**config.mk**
```make
export PLATFORM = sky130hd
export DESIGN_NAME = xpu_vpu_pc_tn_vlsu_st_rf_pipe_flat
export DESIGN_NICKNAME = d
export VERILOG_FILES = /design/src/rtl/xpu_vpu_pc_tn_vlsu_st_rf_pipe_if.sv /design/src/rtl/xpu_vpu_pc_tn_vlsu_st_rf_pipe.sv /design/src/flat_wrapper.sv
export SDC_FILE = /design/constraint.sdc
export NUM_CORES = 1
export LEC_CHECK = 0
export CORE_AREA = 3 3 763 765
export CTS_CLUSTER_SIZE = 16
export DETAILED_ROUTE_END_ITERATION = 10
export DIE_AREA = 0 0 766 768
export GPL_TIMING_DRIVEN = 1
export PLACE_DENSITY = 0.31
export SYNTH_ARGS = -nofsm -noshare
export SYNTH_HDL_FRONTEND = slang
export SYNTH_SLANG_ARGS = --single-unit
```
**constraint.sdc**
```tcl
create_clock -name forever_cpuclk -period 55.8 [get_ports forever_cpuclk]
set_input_delay 11.16 -clock forever_cpuclk [delete_from_list [all_inputs] [get_ports forever_cpuclk]]
set_output_delay 11.16 -clock forever_cpuclk [all_outputs]
set_load 0.1 [all_outputs]
```
**src/rtl/xpu_vpu_pc_tn_vlsu_st_rf_pipe_if.sv**
```systemverilog
// Store uop input bus between the VRF read port and the VLSU store RF stage.
// master: VRF side (drives vld/info/srcv_data, receives rdy)
// slave : RF stage (receives vld/info/srcv_data, drives rdy)
interface xpu_vpu_pc_tn_vlsu_st_rf_pipe_if #(
    parameter int unsigned LANE_VLEN = 128,
    parameter int unsigned NUM_SRCV  = 4,
    parameter int unsigned INFO_W    = 852
);
    logic                          vrf_vlsu_st_vld;
    logic [INFO_W-1:0]             vrf_vlsu_st_info;
    logic [NUM_SRCV*LANE_VLEN-1:0] vrf_vlsu_st_srcv_data;
    logic                          vlsu_vrf_st_rdy;

    modport master (
        output vrf_vlsu_st_vld,
        output vrf_vlsu_st_info,
        output vrf_vlsu_st_srcv_data,
        input  vlsu_vrf_st_rdy
    );

    modport slave (
        input  vrf_vlsu_st_vld,
        input  vrf_vlsu_st_info,
        input  vrf_vlsu_st_srcv_data,
        output vlsu_vrf_st_rdy
    );
endinterface

```
**src/rtl/xpu_vpu_pc_tn_vlsu_st_rf_pipe.sv**
```systemverilog
// VLSU store RF stage: decodes incoming store uops, drops fully-masked uops
// with a skip pulse, and buffers the rest in a DEPTH-entry in-order FIFO.
// Ports: forever_cpuclk/cpurst_b (clock, sync active-low reset), st_if (uop
// input bus, slave), rtu_vpu_flush (kill all), vlsu_st_uop_rdy (downstream
// ready), vrf_vlsu_st_uop_* (decoded head entry), vlsu_st_uop_skip_* (skip
// completion pulse), vlsu_st_rf_entry_cnt (occupancy).

`ifndef XPU_VPU_PC_TN_VIS_FUNC
`define XPU_VPU_PC_TN_VIS_FUNC      851
`define XPU_VPU_PC_TN_VIS_SRC1      829
`define XPU_VPU_PC_TN_VIS_SRCVM     765
`define XPU_VPU_PC_TN_VIS_VSEW      749
`define XPU_VPU_PC_TN_VIS_ELE_VIMM  747
`define XPU_VPU_PC_TN_VIS_ELE_LEN   742
`define XPU_VPU_PC_TN_VIS_VSTART_LEN 737
`define XPU_VPU_PC_TN_VIS_OP_LAST   732
`endif

module xpu_vpu_pc_tn_vlsu_st_rf_pipe #(
    parameter int unsigned LANE_VLEN = 128,
    parameter int unsigned NUM_SRCV  = 4,
    parameter int unsigned UID_W     = 8,
    parameter int unsigned INFO_W    = 852,
    parameter int unsigned DEPTH     = 2,
    parameter int unsigned CNT_W     = $clog2(DEPTH + 1)
) (
    input  logic                          forever_cpuclk,
    input  logic                          cpurst_b,
    xpu_vpu_pc_tn_vlsu_st_rf_pipe_if.slave st_if,
    input  logic                          rtu_vpu_flush,
    input  logic                          vlsu_st_uop_rdy,
    output logic                          vrf_vlsu_st_uop_vld,
    output logic [UID_W-1:0]              vrf_vlsu_st_uop_uid,
    output logic [2:0]                    vrf_vlsu_st_uop_type,
    output logic [1:0]                    vrf_vlsu_st_uop_eew,
    output logic [1:0]                    vrf_vlsu_st_uop_mew,
    output logic [1:0]                    vrf_vlsu_st_uop_nf,
    output logic                          vrf_vlsu_st_uop_vm,
    output logic                          vrf_vlsu_st_uop_crt_idx_shift,
    output logic                          vrf_vlsu_st_uop_lmul_mode,
    output logic                          vrf_vlsu_st_uop_fast_cmplt,
    output logic                          vrf_vlsu_st_uop_dbg_pc_vld,
    output logic [2:0]                    vrf_vlsu_st_uop_dbg_pc,
    output logic                          vrf_vlsu_st_uop_op_last,
    output logic [4:0]                    vrf_vlsu_st_uop_ele_len,
    output logic [4:0]                    vrf_vlsu_st_uop_ele_vimm,
    output logic [4:0]                    vrf_vlsu_st_uop_vstart_len,
    output logic [3:0]                    vrf_vlsu_st_uop_vidx_start,
    output logic [3:0]                    vrf_vlsu_st_uop_vmask_start,
    output logic [LANE_VLEN/8-1:0]        vrf_vlsu_st_uop_vmask_data,
    output logic [NUM_SRCV*LANE_VLEN-1:0] vrf_vlsu_st_uop_srcv_data,
    output logic                          vlsu_st_uop_skip_vld,
    output logic [UID_W-1:0]              vlsu_st_uop_skip_uid,
    output logic [CNT_W-1:0]              vlsu_st_rf_entry_cnt
);
    localparam int unsigned ENUM       = LANE_VLEN / 8;
    localparam int unsigned SRCV_W     = NUM_SRCV * LANE_VLEN;
    localparam int unsigned PTR_W      = $clog2(DEPTH);
    localparam int unsigned FUNC_LSB   = `XPU_VPU_PC_TN_VIS_FUNC - 21;
    localparam int unsigned SRC1_LSB   = `XPU_VPU_PC_TN_VIS_SRC1 - 63;
    localparam int unsigned VMASK_LSB  = `XPU_VPU_PC_TN_VIS_SRCVM - (ENUM - 1);
    localparam int unsigned MEW_LSB    = `XPU_VPU_PC_TN_VIS_VSEW - 1;
    localparam int unsigned VIMM_LSB   = `XPU_VPU_PC_TN_VIS_ELE_VIMM - 4;
    localparam int unsigned ELEN_LSB   = `XPU_VPU_PC_TN_VIS_ELE_LEN - 4;
    localparam int unsigned VSTART_LSB = `XPU_VPU_PC_TN_VIS_VSTART_LEN - 4;
    localparam int unsigned OP_LAST_B  = `XPU_VPU_PC_TN_VIS_OP_LAST;

    typedef struct packed {
        logic [UID_W-1:0]  uid;
        logic [2:0]        uop_type;
        logic [1:0]        eew;
        logic [1:0]        mew;
        logic [1:0]        nf;
        logic              vm;
        logic              crt_idx_shift;
        logic              lmul_mode;
        logic              fast_cmplt;
        logic              dbg_pc_vld;
        logic [2:0]        dbg_pc;
        logic              op_last;
        logic [4:0]        ele_len;
        logic [4:0]        ele_vimm;
        logic [4:0]        vstart_len;
        logic [3:0]        vidx_start;
        logic [3:0]        vmask_start;
        logic [ENUM-1:0]   vmask_data;
        logic [SRCV_W-1:0] srcv_data;
    } entry_t;

    entry_t           mem_q [DEPTH];
    entry_t           mem_d [DEPTH];
    logic [PTR_W-1:0] wr_ptr_q, wr_ptr_d;
    logic [PTR_W-1:0] rd_ptr_q, rd_ptr_d;
    logic [CNT_W-1:0] count_q, count_d;
    logic             skip_vld_q, skip_vld_d;
    logic [UID_W-1:0] skip_uid_q, skip_uid_d;

    entry_t in_e;
    entry_t head;
    logic   skip_c;
    logic   acc, push, pop, not_empty;
    logic   unused_info;

    // Only selected info bits are decoded; fold the bus to mark the rest used.
    assign unused_info = ^st_if.vrf_vlsu_st_info;

    // Decode the incoming uop into its stored fields.
    always_comb begin
        in_e               = '0;
        in_e.uid           = st_if.vrf_vlsu_st_info[UID_W-1:0];
        in_e.eew           = st_if.vrf_vlsu_st_info[FUNC_LSB +: 2];
        in_e.uop_type      = st_if.vrf_vlsu_st_info[FUNC_LSB + 2 +: 3];
        in_e.nf            = st_if.vrf_vlsu_st_info[FUNC_LSB + 5 +: 2];
        in_e.crt_idx_shift = st_if.vrf_vlsu_st_info[FUNC_LSB + 8];
        in_e.lmul_mode     = st_if.vrf_vlsu_st_info[FUNC_LSB + 9];
        in_e.fast_cmplt    = st_if.vrf_vlsu_st_info[FUNC_LSB + 11];
        in_e.dbg_pc_vld    = st_if.vrf_vlsu_st_info[FUNC_LSB + 12];
        in_e.dbg_pc        = st_if.vrf_vlsu_st_info[FUNC_LSB + 13 +: 3];
        in_e.vm            = st_if.vrf_vlsu_st_info[FUNC_LSB + 21];
        in_e.mew           = st_if.vrf_vlsu_st_info[MEW_LSB +: 2];
        in_e.vidx_start    = st_if.vrf_vlsu_st_info[SRC1_LSB +: 4];
        in_e.vmask_start   = st_if.vrf_vlsu_st_info[SRC1_LSB + 4 +: 4];
        in_e.vmask_data    = st_if.vrf_vlsu_st_info[VMASK_LSB +: ENUM];
        in_e.ele_vimm      = st_if.vrf_vlsu_st_info[VIMM_LSB +: 5];
        in_e.ele_len       = st_if.vrf_vlsu_st_info[ELEN_LSB +: 5];
        in_e.vstart_len    = st_if.vrf_vlsu_st_info[VSTART_LSB +: 5];
        in_e.op_last       = st_if.vrf_vlsu_st_info[OP_LAST_B];
        in_e.srcv_data     = st_if.vrf_vlsu_st_srcv_data;
    end

    // Fully-masked, non-last, non-fast uops complete without entering the buffer.
    assign skip_c    = ~in_e.vm & (in_e.vmask_data == '0) & ~in_e.op_last & ~in_e.fast_cmplt;
    assign not_empty = (count_q != '0);
    assign acc       = st_if.vrf_vlsu_st_vld & st_if.vlsu_vrf_st_rdy;
    assign push      = acc & ~skip_c & ~rtu_vpu_flush;
    assign pop       = not_empty & vlsu_st_uop_rdy & ~rtu_vpu_flush;

    // Accept depends on registered occupancy only.
    assign st_if.vlsu_vrf_st_rdy = (count_q != CNT_W'(DEPTH));

    // Next-state: FIFO pointers, occupancy, skip pulse, flush.
    always_comb begin
        mem_d      = mem_q;
        wr_ptr_d   = wr_ptr_q;
        rd_ptr_d   = rd_ptr_q;
        count_d    = count_q;
        skip_vld_d = 1'b0;
        skip_uid_d = skip_uid_q;
        if (push) begin
            mem_d[wr_ptr_q] = in_e;
            wr_ptr_d        = wr_ptr_q + PTR_W'(1);
        end
        if (pop) begin
            rd_ptr_d = rd_ptr_q + PTR_W'(1);
        end
        case ({push, pop})
            2'b10:   count_d = count_q + CNT_W'(1);
            2'b01:   count_d = count_q - CNT_W'(1);
            default: count_d = count_q;
        endcase
        if (acc & skip_c & ~rtu_vpu_flush) begin
            skip_vld_d = 1'b1;
            skip_uid_d = in_e.uid;
        end
        if (rtu_vpu_flush) begin
            wr_ptr_d   = '0;
            rd_ptr_d   = '0;
            count_d    = '0;
            skip_vld_d = 1'b0;
        end
    end

    // Control state with synchronous reset.
    always_ff @(posedge forever_cpuclk) begin
        if (!cpurst_b) begin
            wr_ptr_q   <= '0;
            rd_ptr_q   <= '0;
            count_q    <= '0;
            skip_vld_q <= 1'b0;
            skip_uid_q <= '0;
        end else begin
            wr_ptr_q   <= wr_ptr_d;
            rd_ptr_q   <= rd_ptr_d;
            count_q    <= count_d;
            skip_vld_q <= skip_vld_d;
            skip_uid_q <= skip_uid_d;
        end
    end

    // Payload storage; contents are qualified by count so no reset is needed.
    always_ff @(posedge forever_cpuclk) begin
        mem_q <= mem_d;
    end

    // Head entry, forced to zero when empty.
    always_comb begin
        head = '0;
        if (not_empty) begin
            head = mem_q[rd_ptr_q];
        end
    end

    assign vrf_vlsu_st_uop_vld           = not_empty;
    assign vrf_vlsu_st_uop_uid           = head.uid;
    assign vrf_vlsu_st_uop_type          = head.uop_type;
    assign vrf_vlsu_st_uop_eew           = head.eew;
    assign vrf_vlsu_st_uop_mew           = head.mew;
    assign vrf_vlsu_st_uop_nf            = head.nf;
    assign vrf_vlsu_st_uop_vm            = head.vm;
    assign vrf_vlsu_st_uop_crt_idx_shift = head.crt_idx_shift;
    assign vrf_vlsu_st_uop_lmul_mode     = head.lmul_mode;
    assign vrf_vlsu_st_uop_fast_cmplt    = head.fast_cmplt;
    assign vrf_vlsu_st_uop_dbg_pc_vld    = head.dbg_pc_vld;
    assign vrf_vlsu_st_uop_dbg_pc        = head.dbg_pc;
    assign vrf_vlsu_st_uop_op_last       = head.op_last;
    assign vrf_vlsu_st_uop_ele_len       = head.ele_len;
    assign vrf_vlsu_st_uop_ele_vimm      = head.ele_vimm;
    assign vrf_vlsu_st_uop_vstart_len    = head.vstart_len;
    assign vrf_vlsu_st_uop_vidx_start    = head.vidx_start;
    assign vrf_vlsu_st_uop_vmask_start   = head.vmask_start;
    assign vrf_vlsu_st_uop_vmask_data    = head.vmask_data;
    assign vrf_vlsu_st_uop_srcv_data     = head.srcv_data;
    assign vlsu_st_uop_skip_vld          = skip_vld_q;
    assign vlsu_st_uop_skip_uid          = skip_uid_q;
    assign vlsu_st_rf_entry_cnt          = count_q;
endmodule

```
**src/flat_wrapper.sv**
```systemverilog
// flat-port wrapper written by rule: the top's interface ports become plain ports
module xpu_vpu_pc_tn_vlsu_st_rf_pipe_flat 
#(
    parameter int unsigned LANE_VLEN = 128,
    parameter int unsigned NUM_SRCV  = 4,
    parameter int unsigned UID_W     = 8,
    parameter int unsigned INFO_W    = 852,
    parameter int unsigned DEPTH     = 2,
    parameter int unsigned CNT_W     = $clog2(DEPTH + 1)
)
  (forever_cpuclk, cpurst_b, rtu_vpu_flush, vlsu_st_uop_rdy, vrf_vlsu_st_uop_vld, vrf_vlsu_st_uop_uid, vrf_vlsu_st_uop_type, vrf_vlsu_st_uop_eew, vrf_vlsu_st_uop_mew, vrf_vlsu_st_uop_nf, vrf_vlsu_st_uop_vm, vrf_vlsu_st_uop_crt_idx_shift, vrf_vlsu_st_uop_lmul_mode, vrf_vlsu_st_uop_fast_cmplt, vrf_vlsu_st_uop_dbg_pc_vld, vrf_vlsu_st_uop_dbg_pc, vrf_vlsu_st_uop_op_last, vrf_vlsu_st_uop_ele_len, vrf_vlsu_st_uop_ele_vimm, vrf_vlsu_st_uop_vstart_len, vrf_vlsu_st_uop_vidx_start, vrf_vlsu_st_uop_vmask_start, vrf_vlsu_st_uop_vmask_data, vrf_vlsu_st_uop_srcv_data, vlsu_st_uop_skip_vld, vlsu_st_uop_skip_uid, vlsu_st_rf_entry_cnt, st_if_vrf_vlsu_st_vld, st_if_vrf_vlsu_st_info, st_if_vrf_vlsu_st_srcv_data, st_if_vlsu_vrf_st_rdy);
  xpu_vpu_pc_tn_vlsu_st_rf_pipe_if #(.LANE_VLEN(LANE_VLEN), .NUM_SRCV(NUM_SRCV), .INFO_W(INFO_W)) st_if_i ();
  input  logic forever_cpuclk;
  input  logic cpurst_b;
  input  logic rtu_vpu_flush;
  input  logic vlsu_st_uop_rdy;
  output logic vrf_vlsu_st_uop_vld;
  output logic [UID_W-1:0] vrf_vlsu_st_uop_uid;
  output logic [2:0] vrf_vlsu_st_uop_type;
  output logic [1:0] vrf_vlsu_st_uop_eew;
  output logic [1:0] vrf_vlsu_st_uop_mew;
  output logic [1:0] vrf_vlsu_st_uop_nf;
  output logic vrf_vlsu_st_uop_vm;
  output logic vrf_vlsu_st_uop_crt_idx_shift;
  output logic vrf_vlsu_st_uop_lmul_mode;
  output logic vrf_vlsu_st_uop_fast_cmplt;
  output logic vrf_vlsu_st_uop_dbg_pc_vld;
  output logic [2:0] vrf_vlsu_st_uop_dbg_pc;
  output logic vrf_vlsu_st_uop_op_last;
  output logic [4:0] vrf_vlsu_st_uop_ele_len;
  output logic [4:0] vrf_vlsu_st_uop_ele_vimm;
  output logic [4:0] vrf_vlsu_st_uop_vstart_len;
  output logic [3:0] vrf_vlsu_st_uop_vidx_start;
  output logic [3:0] vrf_vlsu_st_uop_vmask_start;
  output logic [LANE_VLEN/8-1:0] vrf_vlsu_st_uop_vmask_data;
  output logic [NUM_SRCV*LANE_VLEN-1:0] vrf_vlsu_st_uop_srcv_data;
  output logic vlsu_st_uop_skip_vld;
  output logic [UID_W-1:0] vlsu_st_uop_skip_uid;
  output logic [CNT_W-1:0] vlsu_st_rf_entry_cnt;
  input wire logic [$bits(st_if_i.vrf_vlsu_st_vld)-1:0] st_if_vrf_vlsu_st_vld;
  input wire logic [$bits(st_if_i.vrf_vlsu_st_info)-1:0] st_if_vrf_vlsu_st_info;
  input wire logic [$bits(st_if_i.vrf_vlsu_st_srcv_data)-1:0] st_if_vrf_vlsu_st_srcv_data;
  output wire logic [$bits(st_if_i.vlsu_vrf_st_rdy)-1:0] st_if_vlsu_vrf_st_rdy;
  assign st_if_i.vrf_vlsu_st_vld = st_if_vrf_vlsu_st_vld;
  assign st_if_i.vrf_vlsu_st_info = st_if_vrf_vlsu_st_info;
  assign st_if_i.vrf_vlsu_st_srcv_data = st_if_vrf_vlsu_st_srcv_data;
  assign st_if_vlsu_vrf_st_rdy = st_if_i.vlsu_vrf_st_rdy;
  xpu_vpu_pc_tn_vlsu_st_rf_pipe #(.LANE_VLEN(LANE_VLEN), .NUM_SRCV(NUM_SRCV), .UID_W(UID_W), .INFO_W(INFO_W), .DEPTH(DEPTH), .CNT_W(CNT_W)) u_core (.forever_cpuclk(forever_cpuclk), .cpurst_b(cpurst_b), .st_if(st_if_i), .rtu_vpu_flush(rtu_vpu_flush), .vlsu_st_uop_rdy(vlsu_st_uop_rdy), .vrf_vlsu_st_uop_vld(vrf_vlsu_st_uop_vld), .vrf_vlsu_st_uop_uid(vrf_vlsu_st_uop_uid), .vrf_vlsu_st_uop_type(vrf_vlsu_st_uop_type), .vrf_vlsu_st_uop_eew(vrf_vlsu_st_uop_eew), .vrf_vlsu_st_uop_mew(vrf_vlsu_st_uop_mew), .vrf_vlsu_st_uop_nf(vrf_vlsu_st_uop_nf), .vrf_vlsu_st_uop_vm(vrf_vlsu_st_uop_vm), .vrf_vlsu_st_uop_crt_idx_shift(vrf_vlsu_st_uop_crt_idx_shift), .vrf_vlsu_st_uop_lmul_mode(vrf_vlsu_st_uop_lmul_mode), .vrf_vlsu_st_uop_fast_cmplt(vrf_vlsu_st_uop_fast_cmplt), .vrf_vlsu_st_uop_dbg_pc_vld(vrf_vlsu_st_uop_dbg_pc_vld), .vrf_vlsu_st_uop_dbg_pc(vrf_vlsu_st_uop_dbg_pc), .vrf_vlsu_st_uop_op_last(vrf_vlsu_st_uop_op_last), .vrf_vlsu_st_uop_ele_len(vrf_vlsu_st_uop_ele_len), .vrf_vlsu_st_uop_ele_vimm(vrf_vlsu_st_uop_ele_vimm), .vrf_vlsu_st_uop_vstart_len(vrf_vlsu_st_uop_vstart_len), .vrf_vlsu_st_uop_vidx_start(vrf_vlsu_st_uop_vidx_start), .vrf_vlsu_st_uop_vmask_start(vrf_vlsu_st_uop_vmask_start), .vrf_vlsu_st_uop_vmask_data(vrf_vlsu_st_uop_vmask_data), .vrf_vlsu_st_uop_srcv_data(vrf_vlsu_st_uop_srcv_data), .vlsu_st_uop_skip_vld(vlsu_st_uop_skip_vld), .vlsu_st_uop_skip_uid(vlsu_st_uop_skip_uid), .vlsu_st_rf_entry_cnt(vlsu_st_rf_entry_cnt));
endmodule
```
==> impl_metrics.yaml, run 1 <==
clocking:
  clockBufferDepth: 4
  cts.sinks: 1167
  path_clk_slew_ns: 0.06
  cts_max_level: 4
  root_buffer: "clkbuf_16"
  cts_tree: "yes"
  cts_hold_buf: 0
  clk_latency_ns: 0.88
  cts_buffers: 165
  ctsResizeCount: 0
  post-cts-setup-buffer-count: 0
yosys:
  synth.area.top_cells: "edfxtp_1 79%, mux2i_1 13%, nor2_1 5.0%"
  syn_inst: 2512
  synth_nets: 3882
  synth_area_mm2: 0.0440
  yosysSeqAreaShare_pct: 79.4
  synth_seq_cells: 1167
  synth_edf_count: 1154
  ys.flop_type: "edfxtp_1"
  synth_top_area_share_pct: 78.8
  ys_warn_count: 0
  post_synth.cell_area_avg_um2: 17.5
  ys_types: 31
  ys_async_sr_fraction_pct: 0
  yosysTopAreaCell: "edfxtp_1"
global_route:
  use_met2_pct: 15.2
  grt_busiest_layer: "met2"
  gr-total-overflow: 0
  grt_use_met1_pct: 7.86
  grt_use_met3_pct: 6.14
  track_usage_pct: 8.57
  antenna_found_initial: 206
  grt_pass1_wl_um: 329000
  first_global_vias: 29100
  grt_max_degree: 148
placed_design:
  globalplace.congestion: 0.807
  port-buffer-count: 1171
  dp_slack_ns: 37.49
  placedCellCount: 11300
  dpl_cell_area_mm2: 0.0645
  post-dp-hpwl_um: 213000
setup_path:
  critical_path_class: "flop to output pin"
  end_kind: "output pin"
  cp.depth: 8
  crit_chain: "nor2_4 > buf_4 > buf_12 > buf_4 > buf_4 > buf_4 > nor2_1 > clkdlybuf4s50_1"
  r2r-start: "u_core.vlsu_st_rf_entry_cnt[0]$_SDFFE_PP0P_"
  cp_common_cell: "buf_4"
  r2r_slack_ns: 49.55
  cp_max_fo: 75
  worstRegToRegCells: 10
  cp_num_buf_inv: 6
  critPathTopFamily: "buffers and inverters"
  rr_endpoint: "u_core.mem_q[105]$_DFFE_PP_"
  critical-path-max-stage-delay_ns: 1.08
  startpoint_type: "flop"
  critical-path-slowest-cell: "clkdlybuf4s50_1"
  required_ns: 44.64
  crit_arrival_ns: 6.00
power:
  seqPwrFrac_pct: 43.1
  ir_drop_uv: 22.7
  p_per_area_mw_per_mm2: 33.1
  power.total_mw: 2.33
  clock_power_share_pct: 46.5
  p_int_mw: 1.71
  p_switching_uw: 613
  leakage_nw: 20.4
  switching_share_pct: 26.3
  power_frac_comb_pct: 10.4
worst_hold_path:
  min_path_type: "flop to flop"
  worstHoldStart: "u_core.vlsu_st_uop_skip_uid[2]$_SDFFE_PN0P_"
  whs_path_depth: 2
  hold_end: "u_core.vlsu_st_uop_skip_uid[2]$_SDFFE_PN0P_"
sta:
  worstMarginPinSlew_ns: 1.19
  timing.fmax_mhz: 58.3
  setup_viol: 0
  rsz0062_at_grt: "no"
  worst_slack_ns: 38.64
  slew-limit-headroom_pct: 18.2
  slew_viol_final: 0
  fin_crit_ns: 17.16
  fin_worst_skew_ns: 0.0939
  hold_viol: 0
  fin_tns_setup_ns: 0
  whs_ns: 0.456
  period_share_pct: 30.7
finish:
  post_route_cells_drive_above_1_share_pct: 13.3
  postLayoutCellArea_mm2: 0.0703
  layoutNonFillerInstCount: 11700
  final_cell_mix: "1154 x edfxtp_1, 969 x clkdlybuf4s50_1, 585 x mux2i_1, 569 x nor2_1, 195 x buf_4"
  area_growth_pct: 59.7
  num-nets-final: 5153
  utilization_pct: 12.2
  layout_commonest_cell: "edfxtp_1"
drt:
  drt-initial-drc-count: 1426
  via_per_inst: 2.37
  wl_per_cell_um: 22.5
  postRouteAntennaNets: 0
  drc_errors: 0
  wirelength_um: 264000
  first_pass_iters: 4
  vias: 27800
run_status:
  status: "complete, no violations"
die:
  row_count: 279
  ios: 1959
  die_w_um: 766
  core-area_mm2: 0.576
  start_util_pct: 7.63
  dieArea_mm2: 0.588
  die_h_um: 768
run:
  max-cap-violations: 0
==> worst reg2reg max path: stages (launching register included) <==
cell	delay, ns
dfxtp_1	0.51
and2b_4	0.27
nor2_1	0.13
o21ai_1	0.19
nor2_4	0.13
buf_4	0.55
buf_4	0.83
buf_4	0.81
buf_4	0.67
buf_4	0.66
buf_4	0.94
==> cells in the mapped netlist, types with 2 or more instances <==
master / instances
nor2_1: 584
buf_1: 7
mux2i_1: 585
nor3_1: 2
nand2b_1: 2
dfxtp_1: 13
nor4_1: 2
buf_4: 43
xor2_1: 2
edfxtp_1: 1154
buf_2: 77
nand2_1: 17
inv_1: 2
nor4_2: 3
clkbuf_1: 3
==> cells by family (layout without fill, tap and decap cells) <==
| group | Yosys count | in the layout | share of synthesized area, % |
|---|---|---|---|
| DFF | 1167 | 1167 | 79.4 |
| and+or+nand+nor | 617 | 617 | 5.43 |
| muxes | 585 | 585 | 13.3 |
| buffers and inverters | 134 | 1534 | 1.75 |
| AOI/OAI and AO/OA | 5 | 5 | 0.0739 |
| xor gates and xnor gates | 3 | 3 | 0.0597 |
| adders and majority gates | 1 | 1 | 0.0284 |
| other | 0 | 87 | 0 |
==> final cells by class <==
class / instances / area (um^2)
antenna: 87 / 218
inverter: 3 / 11.3
clock buffer: 194 / 4240
fill: 65000 / 506000
tap: 7727 / 9670
multi-input combinational: 1211 / 8370
timing repair buffer: 1235 / 11600
sequential: 1167 / 34900
clock inverter: 102 / 1280
==> power by group through the flow <==
stage / Sequential, mW / Combinational [mW] / Clock (mW)
floorplan: 1.05 / 0.130 / 0
global placement: 1.02 / 0.250 / 0
detailed placement: 1.02 / 0.251 / 0
CTS: 1.00 / 0.252 / 1.13
global route: 1.00 / 0.255 / 1.16
finish: 1.00 / 0.243 / 1.08
==> flip-flops by register name (all words and copies together) (netlist names) <==
signal                       cells
u_core.wr_ptr_q                  1
u_core.vlsu_st_uop_skip_vld      1
u_core.rd_ptr_q                  1
u_core.vlsu_st_uop_skip_uid      8
u_core.vlsu_st_rf_entry_cnt      2
u_core.mem_q                  1154
==> worst max-delay path by stage <==
stage	end	from	slack, ns
4_1_cts	vrf_vlsu_st_uop_srcv_data[175]	u_core.vlsu_st_rf_entry_cnt[1]$_SDFFE_PP0P_	38.26
6_report	vrf_vlsu_st_uop_srcv_data[175]	u_core.vlsu_st_rf_entry_cnt[0]$_SDFFE_PP0P_	38.64
5_1_grt	vrf_vlsu_st_uop_srcv_data[175]	u_core.vlsu_st_rf_entry_cnt[0]$_SDFFE_PP0P_	38.21
3_3_place_gp	u_core.mem_q[682]$_DFFE_PP_	st_if_vrf_vlsu_st_info[763]	37.53
3_5_place_dp	u_core.mem_q[682]$_DFFE_PP_	st_if_vrf_vlsu_st_info[763]	37.49
2_1_floorplan	u_core.mem_q[0]$_DFFE_PP_	rtu_vpu_flush	18.80
==> per-layer routing <==
metal  vias up  share of wire, %
met5         -              0.51
met4       208               2.6
met3       489                15
met2      1320                50
met1     13700                32
li1      12100                 -
Note: power is estimated with default switching activity, not from simulation.
==> run 2: changes to the inputs <==
Settings changed: CORE_AREA 3 3 763 765 to 3 3 760 762, DIE_AREA 0 0 766 768 to 0 0 763 765, PLACE_DENSITY 0.31 to 0.32.
Clock period 55.8 ns to 15.5 ns, I/O delays scaled along.
==> run 2 against run 1 <==
The run now ends with slew limit left. First-iteration DRC count decreased by 5.2%. Combinational power increased to 3.6 times the previous value. Critical path depth decreased by 2. Non-clock buffer count decreased by 15. Global-route usage decreased by 0.070 points. Die area decreased by 0.78%. Worst hold slack improved by 0.00056 ns. Flip-flop and latch count unchanged. Setup slack got worse by 31 ns. Largest cell class unchanged.
==> impl_metrics.yaml, run 2 (synthesis results as in run 1) <==
global_route:
  gr-total-overflow: 0
  first_global_vias: 28700
  grt_max_degree: 148
  grt_pass1_wl_um: 322000
  antenna_found_initial: 172
  track_usage_pct: 8.50
clocking:
  cts.sinks: 1167
  root_buffer: "clkbuf_16"
  clockBufferDepth: 4
  cts_buffers: 160
  ctsResizeCount: 0
  cts_hold_buf: 0
  path_clk_slew_ns: 0.06
  cts_max_level: 4
  clk_latency_ns: 0.84
  cts_tree: "yes"
  post-cts-setup-buffer-count: 0
finish:
  layout_commonest_cell: "edfxtp_1"
  largest_register_ffs: 1154
  fill_cells: 64400
  utilization_pct: 12.1
  area_growth_pct: 57.9
  post_route_cells_drive_above_1_share_pct: 12.1
  final_cell_mix: "1154 x edfxtp_1, 968 x clkdlybuf4s50_1, 585 x mux2i_1, 581 x nor2_1, 181 x buf_4"
  regMostFlops: "u_core.mem_q"
  postLayoutCellArea_mm2: 0.0695
  num-nets-final: 5133
sta:
  worstMarginPinSlew_ns: 1.55
  fin_crit_ns: 8.17
  slew_viol_final: 34
  rsz0062_at_grt: "no"
  fin_worst_skew_ns: 0.0659
  setup_viol: 0
  slew-limit-headroom_pct: -3.22
  timing.fmax_mhz: 122
  fin_tns_setup_ns: 0
  period_share_pct: 52.7
  hold_viol: 0
placed_design:
  globalplace.congestion: 0.858
  port-buffer-count: 1171
  post-dp-hpwl_um: 211000
  dpl_cell_area_mm2: 0.0643
drt:
  postRouteAntennaNets: 0
  vias: 27400
  via_per_inst: 2.38
  drc_errors: 0
  drt-initial-drc-count: 1352
  wirelength_um: 261000
  first_pass_iters: 4
  wl_per_cell_um: 22.7
setup_path:
  cp_num_buf_inv: 4
  crit_chain: "buf_4 > buf_4 > buf_12 > mux2i_1 > nor2_1 > clkdlybuf4s50_1"
  r2r-start: "u_core.vlsu_st_rf_entry_cnt[0]$_SDFFE_PP0P_"
  crit_start: "u_core.rd_ptr_q$_SDFFE_PP0P_"
  critPathTopFamily: "buffers and inverters"
  critical-path-slowest-cell: "clkdlybuf4s50_1"
  startpoint_type: "flop"
  end_kind: "output pin"
  cp_max_fo: 93
  critical_path_class: "flop to output pin"
  crit_arrival_ns: 5.07
  critical-path-max-stage-delay_ns: 1.21
  cp_common_cell: "buf_4"
  required_ns: 12.40
power:
  p_per_area_mw_per_mm2: 116
  ir_drop_uv: 64.2
  leakage_nw: 20.1
run:
  max-cap-violations: 0
die:
  ios: 1959
  core-area_mm2: 0.572
  die_w_um: 763
  die_h_um: 765
  row_count: 278
  dieArea_mm2: 0.584
  start_util_pct: 7.69
worst_hold_path:
  worstHoldStart: "u_core.vlsu_st_uop_skip_uid[3]$_SDFFE_PN0P_"
  min_path_type: "flop to flop"
run_status:
  violations: "slew limit"
  status: "complete, but fails checks"
## run 2: metrics by stage
stage	setup slack [ns]	hold WS [ns]	power, mW	cells
after global routing	6.97	0.481	8.38	11400
after global placement	6.82	0.454	4.57	11200
final	7.33	0.457	8.05	11500
after CTS	6.88	0.459	8.25	11400
after floorplan	-3.65	0.740	4.20	2512
after detailed placement	6.74	0.451	4.57	11200
## run 2: final cells by class
type | count | area [um^2] | area share [%]
multi-input combinational | 1211 | 8340 | 12.0
sequential | 1167 | 34900 | 50.3
timing repair buffer | 1220 | 11600 | 16.6
tap | 7560 | 9460 | 13.6
clock buffer | 207 | 4280 | 6.16
antenna | 64 | 160 | 0.230
clock inverter | 79 | 746 | 1.07
inverter | 3 | 11.3 | 0.0162
## run 2: power breakdown
group | switching [mW] | total [mW] | internal (mW)
registers | 0.0213 | 3.61 | 3.59
logic | 0.624 | 0.868 | 0.244
clock network | 1.46 | 3.57 | 2.10
## run 2: path summary, 6_finish.rpt
check | slack [ns] | to | depth (start not counted)
worst max-delay path | 7.33 | vrf_vlsu_st_uop_srcv_data[132] | 6
worst min-delay path | 0.46 | u_core.vlsu_st_uop_skip_uid[3]$_SDFFE_PN0P_ | 2
worst max register to register | 10.67 | u_core.mem_q[422]$_DFFE_PP_ | 8
worst min register to register | 0.46 | u_core.vlsu_st_uop_skip_uid[3]$_SDFFE_PN0P_ | 2
## run 2: routing by layer
layer  wire (um)  part of all wire [%]  GRT usage [%]  vias to the layer above
met4        6940                   2.7           1.93                      160
met2      129000                    49           15.0                     1286
met3       39200                    15           5.97                      487
met5        1090                  0.42              0                        -
li1            -                     -              -                    12000
met1       85000                    33           7.94                    13500
## run 2: worst min-delay path, stage by stage, from the launching register on
cell	delay, ns
dfxtp_1	0.30
nand2_1	0.05
mux2i_1	0.05
